==> config.mk <==
export PLATFORM = sky130hd
export DESIGN_NAME = wb
export DESIGN_NICKNAME = d
export VERILOG_FILES = /design/src/rtl/wb_pkg.sv /design/src/rtl/wb_cp0_regs.sv /design/src/rtl/wb.sv
export SDC_FILE = /design/constraint.sdc
export NUM_CORES = 1
export LEC_CHECK = 0
export ABC_AREA = 0
export BUFFER_PORTS_ARGS = -buffer_cell sky130_fd_sc_hd__buf_2
export CAP_MARGIN = 20
export CELL_PAD_IN_SITES_DETAIL_PLACEMENT = 1
export CELL_PAD_IN_SITES_GLOBAL_PLACEMENT = 2
export CORE_MARGIN = 2
export CORE_UTILIZATION = 28
export CTS_CLUSTER_SIZE = 40
export DETAILED_ROUTE_END_ITERATION = 8
export PLACE_DENSITY = 0.87
export REMOVE_ABC_BUFFERS = 1
export SYNTH_ARGS = -nofsm -noshare
export SYNTH_HDL_FRONTEND = slang
export SYNTH_HIERARCHICAL = 1
export SYNTH_SLANG_ARGS = --single-unit
==> constraint.sdc <==
create_clock -name clk -period 2.7 [get_ports clk]
set_input_delay 0.135 -clock clk [delete_from_list [all_inputs] [get_ports clk]]
set_output_delay 0.135 -clock clk [all_outputs]
set_load 0.02 [all_outputs]
==> src/rtl/wb_pkg.sv <==
// Shared definitions for the write-back stage: MEM->WB bus layout,
// CP0 register addresses and exception codes.
package wb_pkg;

    localparam int MEM_WB_W  = 118;
    localparam int EXC_BUS_W = 33;

    // CP0 addresses are {rd, sel}
    localparam logic [7:0] CP0_COUNT  = 8'h48;
    localparam logic [7:0] CP0_STATUS = 8'h60;
    localparam logic [7:0] CP0_CAUSE  = 8'h68;
    localparam logic [7:0] CP0_EPC    = 8'h70;

    localparam logic [4:0] EXC_SYS = 5'd8;

    // Field order matches the bus, MSB first
    typedef struct packed {
        logic        rf_wen;
        logic [4:0]  rf_wdest;
        logic [31:0] mem_result;
        logic [31:0] lo_result;
        logic        hi_write;
        logic        lo_write;
        logic        mfhi;
        logic        mflo;
        logic        mtc0;
        logic        mfc0;
        logic [7:0]  cp0r_addr;
        logic        syscall;
        logic        eret;
        logic [31:0] pc;
    } mem_wb_t;

endpackage

==> src/rtl/wb_cp0_regs.sv <==
// Minimal CP0: Count, Status, Cause, EPC with MTC0 writes, MFC0 read mux
// and SYSCALL/ERET side effects.
module cp0_regs
    import wb_pkg::*;
#(
    parameter bit COUNT_EN = 1'b1
) (
    input  logic        clk,
    input  logic        resetn,
    input  logic        mtc0_wen,
    input  logic [7:0]  cp0_addr,
    input  logic [31:0] wdata,
    input  logic        syscall_fire,
    input  logic        eret_fire,
    input  logic [31:0] pc,
    output logic [31:0] rdata,
    output logic [31:0] status,
    output logic [31:0] cause,
    output logic [31:0] epc
);

    logic [31:0] count_r, status_r, cause_r, epc_r;
    logic [31:0] count_mtc_s, status_mtc_s, cause_mtc_s, epc_mtc_s;
    logic [31:0] status_nxt_s, cause_nxt_s, epc_nxt_s;

    // MTC0 stage: software writes on top of the free-running Count
    always_comb begin
        count_mtc_s  = COUNT_EN ? (count_r + 32'd1) : count_r;
        status_mtc_s = status_r;
        cause_mtc_s  = cause_r;
        epc_mtc_s    = epc_r;
        if (mtc0_wen) begin
            case (cp0_addr)
                CP0_COUNT:  count_mtc_s  = wdata;
                CP0_STATUS: status_mtc_s = wdata;
                CP0_CAUSE:  cause_mtc_s  = {cause_r[31:10], wdata[9:8], cause_r[7:0]};
                CP0_EPC:    epc_mtc_s    = wdata;
                default:    epc_mtc_s    = epc_r;
            endcase
        end else begin
            epc_mtc_s = epc_r;
        end
    end

    // Exception stage: SYSCALL/ERET override MTC0 on the fields they own
    always_comb begin
        status_nxt_s = status_mtc_s;
        cause_nxt_s  = cause_mtc_s;
        epc_nxt_s    = epc_mtc_s;
        if (syscall_fire) begin
            epc_nxt_s        = pc;
            cause_nxt_s[6:2] = EXC_SYS;
            status_nxt_s[1]  = 1'b1;
        end else if (eret_fire) begin
            status_nxt_s[1] = 1'b0;
        end else begin
            status_nxt_s = status_mtc_s;
        end
    end

    // CP0 state; Count runs every cycle, the rest only on retire
    always_ff @(posedge clk or negedge resetn) begin
        if (!resetn) begin
            count_r  <= 32'h0000_0000;
            status_r <= 32'h0000_0000;
            cause_r  <= 32'h0000_0000;
            epc_r    <= 32'h0000_0000;
        end else begin
            count_r  <= count_mtc_s;
            status_r <= status_nxt_s;
            cause_r  <= cause_nxt_s;
            epc_r    <= epc_nxt_s;
        end
    end

    // MFC0 read mux, unmapped addresses read as zero
    always_comb begin
        case (cp0_addr)
            CP0_COUNT:  rdata = count_r;
            CP0_STATUS: rdata = status_r;
            CP0_CAUSE:  rdata = cause_r;
            CP0_EPC:    rdata = epc_r;
            default:    rdata = 32'h0000_0000;
        endcase
    end

    assign status = status_r;
    assign cause  = cause_r;
    assign epc    = epc_r;

endmodule

==> src/rtl/wb.sv <==
// Write-back stage: register-file write port, HI/LO, CP0 and the
// SYSCALL/ERET redirect to fetch.
module wb
    import wb_pkg::*;
#(
    parameter logic [31:0] EXC_ENTRY = 32'h0000_0000,
    parameter bit          COUNT_EN  = 1'b1
) (
    input  logic                 clk,
    input  logic                 resetn,
    input  logic                 WB_valid,
    input  logic [MEM_WB_W-1:0]  MEM_WB_bus_r,
    output logic                 rf_wen,
    output logic [4:0]           rf_wdest,
    output logic [31:0]          rf_wdata,
    output logic                 WB_over,
    output logic [4:0]           WB_wdest,
    output logic                 WB_bypass_valid,
    output logic [31:0]          WB_bypass_value,
    output logic [EXC_BUS_W-1:0] exc_bus,
    output logic                 cancel,
    output logic [31:0]          HI_data,
    output logic [31:0]          LO_data,
    output logic [31:0]          cp0r_status,
    output logic [31:0]          cp0r_cause,
    output logic [31:0]          cp0r_epc,
    output logic [31:0]          WB_pc
);

    mem_wb_t     bus_s;
    logic [31:0] hi_r, lo_r;
    logic [31:0] cp0_rdata_s, epc_s, wdata_s;
    logic        sys_s, eret_s, exc_valid_s;

    assign bus_s = MEM_WB_bus_r;

    // SYSCALL wins over an illegal SYSCALL+ERET encoding
    assign sys_s       = WB_valid & bus_s.syscall;
    assign eret_s      = WB_valid & bus_s.eret & ~bus_s.syscall;
    assign exc_valid_s = (sys_s | eret_s) & resetn;

    cp0_regs #(.COUNT_EN(COUNT_EN)) u_cp0 (
        .clk          (clk),
        .resetn       (resetn),
        .mtc0_wen     (WB_valid & bus_s.mtc0),
        .cp0_addr     (bus_s.cp0r_addr),
        .wdata        (bus_s.mem_result),
        .syscall_fire (sys_s),
        .eret_fire    (eret_s),
        .pc           (bus_s.pc),
        .rdata        (cp0_rdata_s),
        .status       (cp0r_status),
        .cause        (cp0r_cause),
        .epc          (epc_s)
    );

    // HI/LO update on retire; MULT may write both
    always_ff @(posedge clk or negedge resetn) begin
        if (!resetn) begin
            hi_r <= 32'h0000_0000;
            lo_r <= 32'h0000_0000;
        end else if (WB_valid) begin
            if (bus_s.hi_write) hi_r <= bus_s.mem_result;
            if (bus_s.lo_write) lo_r <= bus_s.lo_result;
        end
    end

    // Write-data source priority: HI, LO, CP0, then memory/ALU result
    always_comb begin
        if (bus_s.mfhi) begin
            wdata_s = hi_r;
        end else if (bus_s.mflo) begin
            wdata_s = lo_r;
        end else if (bus_s.mfc0) begin
            wdata_s = cp0_rdata_s;
        end else begin
            wdata_s = bus_s.mem_result;
        end
    end

    assign rf_wen          = bus_s.rf_wen & WB_valid & ~bus_s.syscall & ~bus_s.eret;
    assign rf_wdest        = bus_s.rf_wdest;
    assign rf_wdata        = wdata_s;
    assign WB_over         = WB_valid;
    assign WB_wdest        = bus_s.rf_wdest & {5{WB_valid}};
    assign WB_bypass_valid = WB_valid;
    assign WB_bypass_value = wdata_s;
    assign exc_bus         = {exc_valid_s, sys_s ? EXC_ENTRY : epc_s};
    assign cancel          = exc_valid_s;
    assign HI_data         = hi_r;
    assign LO_data         = lo_r;
    assign cp0r_epc        = epc_s;
    assign WB_pc           = bus_s.pc;

endmodule

## After elaboration in Yosys (flattened, before gate mapping)

Cells that the tools add are included.

- Input port bits: 121
- Register bits: 167
- Output and inout bits: 303
- Logic and storage cells: 51
- ROM bits: 0
- Memories kept: 0
- Bits in latches: 0
- RAM bits: 0

- Reductions and logical operators: 10
- Magnitude comparators: 0
- Muxes and demuxes: 16
- $mul: 0
- $add $sub $neg: 1
- Equal/unequal tests: 4
- Shift-type cells: 0
- Bitwise logic cells: 12
- Divide/modulo/power cells: 0

Operators by type and width:

| kind | count |
|---|---|
| two-way mux 32 bit | 9 |
| case mux 32 bit (4 select lines) | 1 |
| adder 32 x 1 -> 32 bit, second input constant | 1 |
| equality test 8 x 7 -> 1 bit, second input constant | 4 |
| AND reduction 2 bit | 6 |
| bitwise AND 1 bit | 8 |
| two-way mux 7 bit | 1 |
| nonzero test 3 bit | 2 |
| bitwise AND 5 bit | 1 |
| two-way mux 5 bit | 1 |
| two-way mux 2 bit | 2 |
| nonzero test 2 bit | 2 |
| two-way mux 1 bit | 2 |
| NOT 1 bit | 2 |
| OR 1 bit | 1 |

## Logic depth before layout (Yosys ltp)

Gate-level depths: netlist of the first run.

- Word-level depth: 5
- Mapped depth: 11
- Mapped depth without buffers: 7

## Modules after synthesis

Netlist of the first run, hierarchy kept.

By module, submodules not included:

| module | times used | seq. area each (um^2) | area an instance (um^2) | cells an instance |
|---|---|---|---|---|
| cp0_regs | 1 | 2477.4 | 5336.4 | 551 |
| wb | 1 | 1601.5 | 4342.9 | 401 |

## Least setup slack after synthesis of the first run

OpenSTA, ideal clock, no wires.

- Path type: input port to output port
- Start: input MEM_WB_bus_r[36]
- End: output rf_wdata[11]
- Path buffers: 4
- Arrival: 2.445 ns
- Stages: 10
- Required time: 2.565 ns
- Slack: 0.120 ns
- Cells stage by stage: or3_1 -> buf_2 -> nor4_2 -> buf_2 -> buf_2 -> a22oi_1 -> nand2_1 -> mux2i_1 -> a211oi_1 -> buf_4

- Longest elaborated chain between the ends: 5
- Elaborated cells on any way between the ends: 8
- Those cells by class: 4 x eq/ne; 4 x mux

Ends and longest elaborated chain:

| what | line | RTL |
|---|---|---|
| start: declaration | wb.sv:12 | `input logic [MEM_WB_W-1:0] MEM_WB_bus_r,` |
| equality test 8 x 7 -> 1 bit | wb_cp0_regs.sv:78 | `case (cp0_addr)` |
| case mux 32 bit (4 select lines) * | wb_cp0_regs.sv:78 |  |
| net cp0_rdata_s[11] | wb.sv:32 | `logic [31:0] cp0_rdata_s, epc_s, wdata_s;` |
| two-way mux 32 bit * | wb.sv:74 | `end else if (bus_s.mfc0) begin` |
| two-way mux 32 bit * | wb.sv:72 | `end else if (bus_s.mflo) begin` |
| two-way mux 32 bit * | wb.sv:70 | `if (bus_s.mfhi) begin` |
| end: declaration | wb.sv:15 | `output logic [31:0] rf_wdata,` |

Mark *: on every way through the listed nets, which the timed path passes. The rest lies on a longest branch.

## Final worst setup path of the first run

- Start: input MEM_WB_bus_r[36]
- End: output rf_wdata[29]

The elaborated chain is that of the path after synthesis.

==> impl_metrics.tcl, run 1 <==
set metrics [dict create \
    slowest_stage "or3_1" \
    chipHeight_um 189.9 \
    critPathCaptureType "output pin" \
    portBuffers 394 \
    vias 8694 \
    nets 1485 \
    cp_cell_sequence "buf_2, or3_1, nor2_1, and2_2, buf_4, nand2_1, nand2_1, mux2i_1, a221oi_1, buf_2" \
    place_congestion 0.8215 \
    cp.required_ns 2.57 \
    grt-ovfl-total 0 \
    drc 0 \
    viasPerCell 4.748 \
    wl_per_cell_um 20.22 \
    placed_area_um2 11620 \
    track_usage_pct 20.42 \
    syn_inst 952 \
    cts.sinks 163 \
    path_buf_inv 3 \
    p_int_w 0.005057 \
    finalCritPeriodShare_pct 92.52 \
    syn2layout_area_growth_pct 36.48 \
    power_frac_comb_pct 27.0 \
    slew_headroom_pct 54.62 \
    ys_ff_latch 163 \
    tightest_slew_ns 0.6744 \
    ctsHtreeMaxLevel 4 \
    hold_depth 3 \
    synth_common_cells "dfrtp_1 (163), nand2_1 (131), buf_4 (108)" \
    synthFlopType "dfrtp_1" \
    ys_async_sr_fraction_pct 100.0 \
    cts_buffers 17 \
    stdcell_area_um2 13210 \
    slew_viol_final 0 \
    yosysMostFrequentCell "dfrtp_1" \
    fin_crit_ns 2.498 \
    crit_family "simple AND/OR/NAND/NOR gates" \
    yosysUniqueCellTypes 46 \
    placed_cells_incl_taps 1702 \
    hold_path_class "in -> reg" \
    drive_gt1_share_pct 41.72 \
    setup_viol 0 \
    yosys_warnings 6 \
    postCtsSetupBuffers 0 \
    antenna_cells 0 \
    wirelength_um 37020 \
    clk_pin_slew_worst_paths_ns 0.07 \
    switchingPower_w 0.002745 \
    hold_violations 0 \
    grt_pass1_vias 9289 \
    p_seq_share_pct 39.1 \
    fp.dieW_um 189.9 \
    skew_ns 0.01587 \
    post_layout_nonfiller_instances 1831 \
    synth_area_leaders "dfrtp_1 (42%), mux2_2 (11%), buf_4 (8.4%), mux2i_1 (7.1%), nand2_1 (5.1%)" \
    fmax_mhz 400.3 \
    synth_top_cell_area_share_pct 42.14 \
    rsz0062_at_grt "false" \
    vdd_drop_max_v 0.0004386 \
    fillers 3990 \
    power_leakage_nw 6.570 \
    synth_area_um2 9679 \
    cp-start-kind "input port" \
    critPathKind "in -> out" \
    yosysSeqAreaShare_pct 42.14 \
    grt_max_degree 78 \
    p_per_area_nw_per_um2 590.6 \
    ant_nets 0 \
    slowest_delay_ns 0.53 \
    cts.path.max_buffers 2 \
    p_clk_share_pct 33.9 \
    drv_cap 0 \
    avgSynthCellArea_um2 10.17 \
    cts_tree "built" \
    rows 68 \
    crit_cells 10 \
    p_sw_share_pct 35.18 \
    drtIter0Drc 393 \
    grt_antenna_before_repair 1 \
    core_um2 34290 \
    yosys.area.top_type "dfrtp_1" \
    post_cts_resized 0 \
    die_area_um2 36070 \
    dr.pass1.iters 4 \
    io_pins 424 \
    reg2reg_depth 5 \
    synth_edf_count 0 \
    cp_max_fo 16 \
    arrival_ns 2.36 \
    status "completed" \
    cts-root-buf "clkbuf_16" \
    grt_pass1_wl_um 55820 \
    initial_core_util_pct 28.23 \
    clkLatencyLatePin_ns 0.46 \
    hpwl_um 25940 \
    cts_hold_buf 97 \
]
[power groups by stage]
stage	clock network, W	registers, W	logic, W
after floorplan	0	0.00328	0.000831
after global placement	0	0.00308	0.00196
after detailed placement	0	0.00310	0.00199
after CTS	0.00273	0.00305	0.00211
after global routing	0.00282	0.00310	0.00226
final	0.00264	0.00305	0.00211
[layer usage]
metal | share of wire [%] | GRT usage, % | vias to the layer above
met4 | 1.9 | 6.440 | 0
met1 | 43 | 25.10 | 4341
met3 | 4.8 | 3.726 | 48
li1 | - | - | 4012
met5 | 0 | 0 | -
met2 | 51 | 36.13 | 293
[logic make-up (layout without fill, tap and decap cells)]
logic type               after synthesis  in the layout  share of synthesized area, %
AO/OA/AOI/OAI                        128            128                         8.622
XOR/XNOR                              30             30                         2.715
other                                  1             29                       0.03874
multiplexers                         167            167                         18.54
flip-flops                           163            163                         42.14
adder cells (fa/ha/maj)                1              1                        0.1292
AND/OR/NAND/NOR                      297            297                         16.38
buffers and inverters                165            561                         11.44
[state kept, by name (all words and copies together) (netlist names)]
| register | count |
|---|---|
| u_cp0/count_r | 32 |
| HI_data | 32 |
| LO_data | 32 |
| u_cp0/cause | 3 |
| u_cp0/status | 32 |
| u_cp0/epc | 32 |
[worst reg2reg max path, cell delays in order (launching register included)]
cell     delay [ns]
dfrtp_1        0.44
nand3_1        0.24
nor4_1         0.67
nand4_1        0.23
xnor2_1        0.17
mux2_1         0.28
[placed cells by master (no fill, tap or decap), types with 6 or more instances in the layout]
| cell type | synthesis | layout |
|---|---|---|
| dfrtp_1 | 163 | 163 |
| nor2_1 | 10 | 10 |
| and2_1 | 40 | 38 |
| mux2_2 | 97 | 97 |
| dlygate4sd3_1 | 0 | 97 |
| nor3b_1 | 32 | 32 |
| and3_1 | 7 | 7 |
| nand2_1 | 131 | 127 |
| a22oi_1 | 28 | 28 |
| o21ai_0 | 56 | 56 |
| nand3_1 | 14 | 13 |
| clkbuf_16 | 0 | 17 |
| xnor2_1 | 10 | 10 |
| xor2_1 | 20 | 20 |
| mux2i_1 | 69 | 69 |
| buf_4 | 108 | 25 |
| nand4_1 | 11 | 11 |
| buf_12 | 0 | 7 |
| buf_2 | 24 | 393 |
| o21ai_1 | 6 | 6 |
| a211oi_1 | 28 | 28 |
| conb_1 | 1 | 29 |
| nor2b_1 | 31 | 31 |
[final timing paths]
| kind | slack (ns) | end | from |
|---|---|---|---|
| max in group asynchronous | 1.73 | LO_data[9] | resetn |
| min reg2reg | 0.51 | u_cp0/cause[5] | u_cp0/cause[5] |
| max reg2reg | 0.57 | u_cp0/count_r[28] | u_cp0/count_r[7] |
| max | 0.20 | rf_wdata[29] | MEM_WB_bus_r[36] |
| min | 0.04 | u_cp0/count_r[14] | MEM_WB_bus_r[94] |
| min in group asynchronous | 0.15 | LO_data[28] | resetn |
[per-stage QoR]
stage                     power, W  hold WS, ns  TNS [ns]  setup slack (ns)  util (%)
final                     0.007802      0.04446         0            0.2020     38.53
after floorplan           0.004112      -0.1606    -77.44           -0.9252         -
after global placement    0.005040      0.07123         0            0.1962     33.90
after detailed placement  0.005091      0.07249         0            0.1728     33.90
after global routing      0.008183      0.02592         0           0.07466     38.53
after CTS                 0.007888      0.01621         0            0.1719     38.53
[cell type report]
class	count	area, um^2	area share (%)
Multi-Input combinational cell	652	4643	35.15
Timing Repair Buffer	523	3279	24.82
Tap cell	455	569.3	4.310
Clock buffer	19	442.9	3.353
Clock inverter	13	173.9	1.317
Inverter	6	22.52	0.1705
Sequential cell	163	4079	30.88
Note: power is estimated with default switching activity, not from simulation.
==> run 2: changes to the inputs <==
--- a/config.mk
+++ b/config.mk
@@ -15,7 +15,6 @@
 export CTS_CLUSTER_SIZE = 40
 export DETAILED_ROUTE_END_ITERATION = 8
 export PLACE_DENSITY = 0.87
-export REMOVE_ABC_BUFFERS = 1
 export SYNTH_ARGS = -nofsm -noshare
 export SYNTH_HDL_FRONTEND = slang
 export SYNTH_HIERARCHICAL = 1
==> impl_metrics.tcl, run 2 (synthesis gave the netlist of run 1 again) <==
set metrics [dict create \
    power_leakage_nw 6.486 \
    ctsHtreeMaxLevel 4 \
    slew_viol_final 0 \
    place_ws_ns 0.2120 \
    cp-start-kind "input port" \
    cp_max_fo 18 \
    ant_nets 0 \
    cts.sinks 163 \
    portBuffers 394 \
    hold_violations 0 \
    slew_headroom_pct 26.09 \
    arrival_ns 2.38 \
    p_per_area_nw_per_um2 569.7 \
    hold_path_startpoint "MEM_WB_bus_r[32]" \
    rrSetupSlack_ns 0.63 \
    reg2reg_depth 7 \
    grt_pass1_vias 9284 \
    finalCritPeriodShare_pct 93.27 \
    vdd_drop_max_v 0.0004143 \
    drc 0 \
    cts_tree "built" \
    io_pins 424 \
    rsz0062_at_grt "false" \
    chipHeight_um 189.9 \
    rows 68 \
    hold_depth 3 \
    drive_gt1_share_pct 41.30 \
    setup_viol 0 \
    nets 1477 \
    wirelength_um 35660 \
    initial_core_util_pct 28.23 \
    drv_cap 0 \
    min_to "u_cp0/status[1]" \
    status "completed" \
    fin_crit_ns 2.518 \
    grt_antenna_before_repair 0 \
    critPathKind "in -> out" \
    drtIter0Drc 358 \
    r2r-end "u_cp0/count_r[22]" \
    tightest_slew_ns 1.106 \
    hpwl_um 24930 \
    critPathCaptureType "output pin" \
    cts_hold_buf 97 \
    place_congestion 0.7623 \
    grt_max_degree 87 \
    dr.pass1.iters 4 \
    cp.required_ns 2.57 \
    wl_per_cell_um 19.55 \
    syn2layout_area_growth_pct 35.02 \
    final_cell_mix "buf_2 (393), dfrtp_1 (163), nand2_1 (127)" \
    fp.dieW_um 189.9 \
    grt_pass1_wl_um 54220 \
    core_um2 34290 \
    hold_path_class "in -> reg" \
    post_cts_resized 0 \
    fmax_mhz 397.1 \
    cts_buffers 17 \
    cts.path.max_buffers 2 \
    vias 8653 \
    clkLatencyLatePin_ns 0.44 \
    die_area_um2 36070 \
    fin_tns_setup_ns 0 \
    track_usage_pct 19.67 \
    viasPerCell 4.744 \
    grt-ovfl-total 0 \
    r2r_start "u_cp0/count_r[0]" \
    cts-root-buf "clkbuf_16" \
    slowest_stage "or3_1" \
    skew_ns 0.01384 \
    cp_cell_sequence "buf_2, or3_1, nor2_1, and2_2, buf_4, nand2_1, nand2_1, mux2i_1, a211oi_1, buf_2" \
    slowest_delay_ns 0.52 \
    final_common_cell "buf_2" \
    postCtsSetupBuffers 0 \
    clk_pin_slew_worst_paths_ns 0.06 \
    fin_ws_ns 0.1816 \
]
run 2: how the worst max path moves through the flow:
stage                     start  cells after the start             endpoint
6_report       MEM_WB_bus_r[36]                     10  WB_bypass_value[27]
5_1_grt        MEM_WB_bus_r[36]                     10         rf_wdata[21]
4_1_cts        MEM_WB_bus_r[36]                     10   WB_bypass_value[2]
3_5_place_dp   MEM_WB_bus_r[36]                     10   WB_bypass_value[2]
3_3_place_gp   MEM_WB_bus_r[36]                     10  WB_bypass_value[24]
2_1_floorplan  MEM_WB_bus_r[36]                     10         rf_wdata[11]
run 2: layer usage:
| layer | vias up | global-route usage (%) | routed length [um] |
|---|---|---|---|
| li1 | 4001 | - | - |
| met1 | 4344 | 23.82 | 15040 |
| met2 | 281 | 35.85 | 18590 |
| met3 | 27 | 3.081 | 1571 |
| met4 | 0 | 5.695 | 461 |
| met5 | - | 0 | 0 |
run 2: layout make-up:
cell class / instances / area (um^2)
fill: 3990 / 21220
multi-input combinational: 652 / 4643
sequential: 163 / 4079
timing repair buffer: 515 / 3217
tap: 455 / 569.3
clock buffer: 19 / 432.9
clock inverter: 13 / 102.6
inverter: 6 / 22.52
antenna: 1 / 2.502
run 2: through the flow:
step	utilization, %	total power, W	hold slack (ns)	cells	instance area [um^2]
floorplan	-	0.004370	-0.1606	980	9784
global placement	33.71	0.005026	0.09548	1694	11560
detailed placement	33.71	0.005078	0.09660	1694	11560
CTS	38.11	0.007522	0.06625	1823	13070
global route	38.11	0.007811	0.08236	1823	13070
finish	38.11	0.007445	0.1092	1824	13070
run 2: critical path, delay by kind of cell:
family	cells	cell delay [ns]
AND/OR/NAND/NOR	5	1.17
AO/OA/AOI/OAI	1	0.37
multiplexers	1	0.07
buffers and inverters	3	0.61
run 2: where the power goes:
part / switching (W) / internal [W]
Clock: 0.00111 / 0.00119
Combinational: 0.00128 / 0.000813
Sequential: 0.000312 / 0.00274
Total: 0.00270 / 0.00474
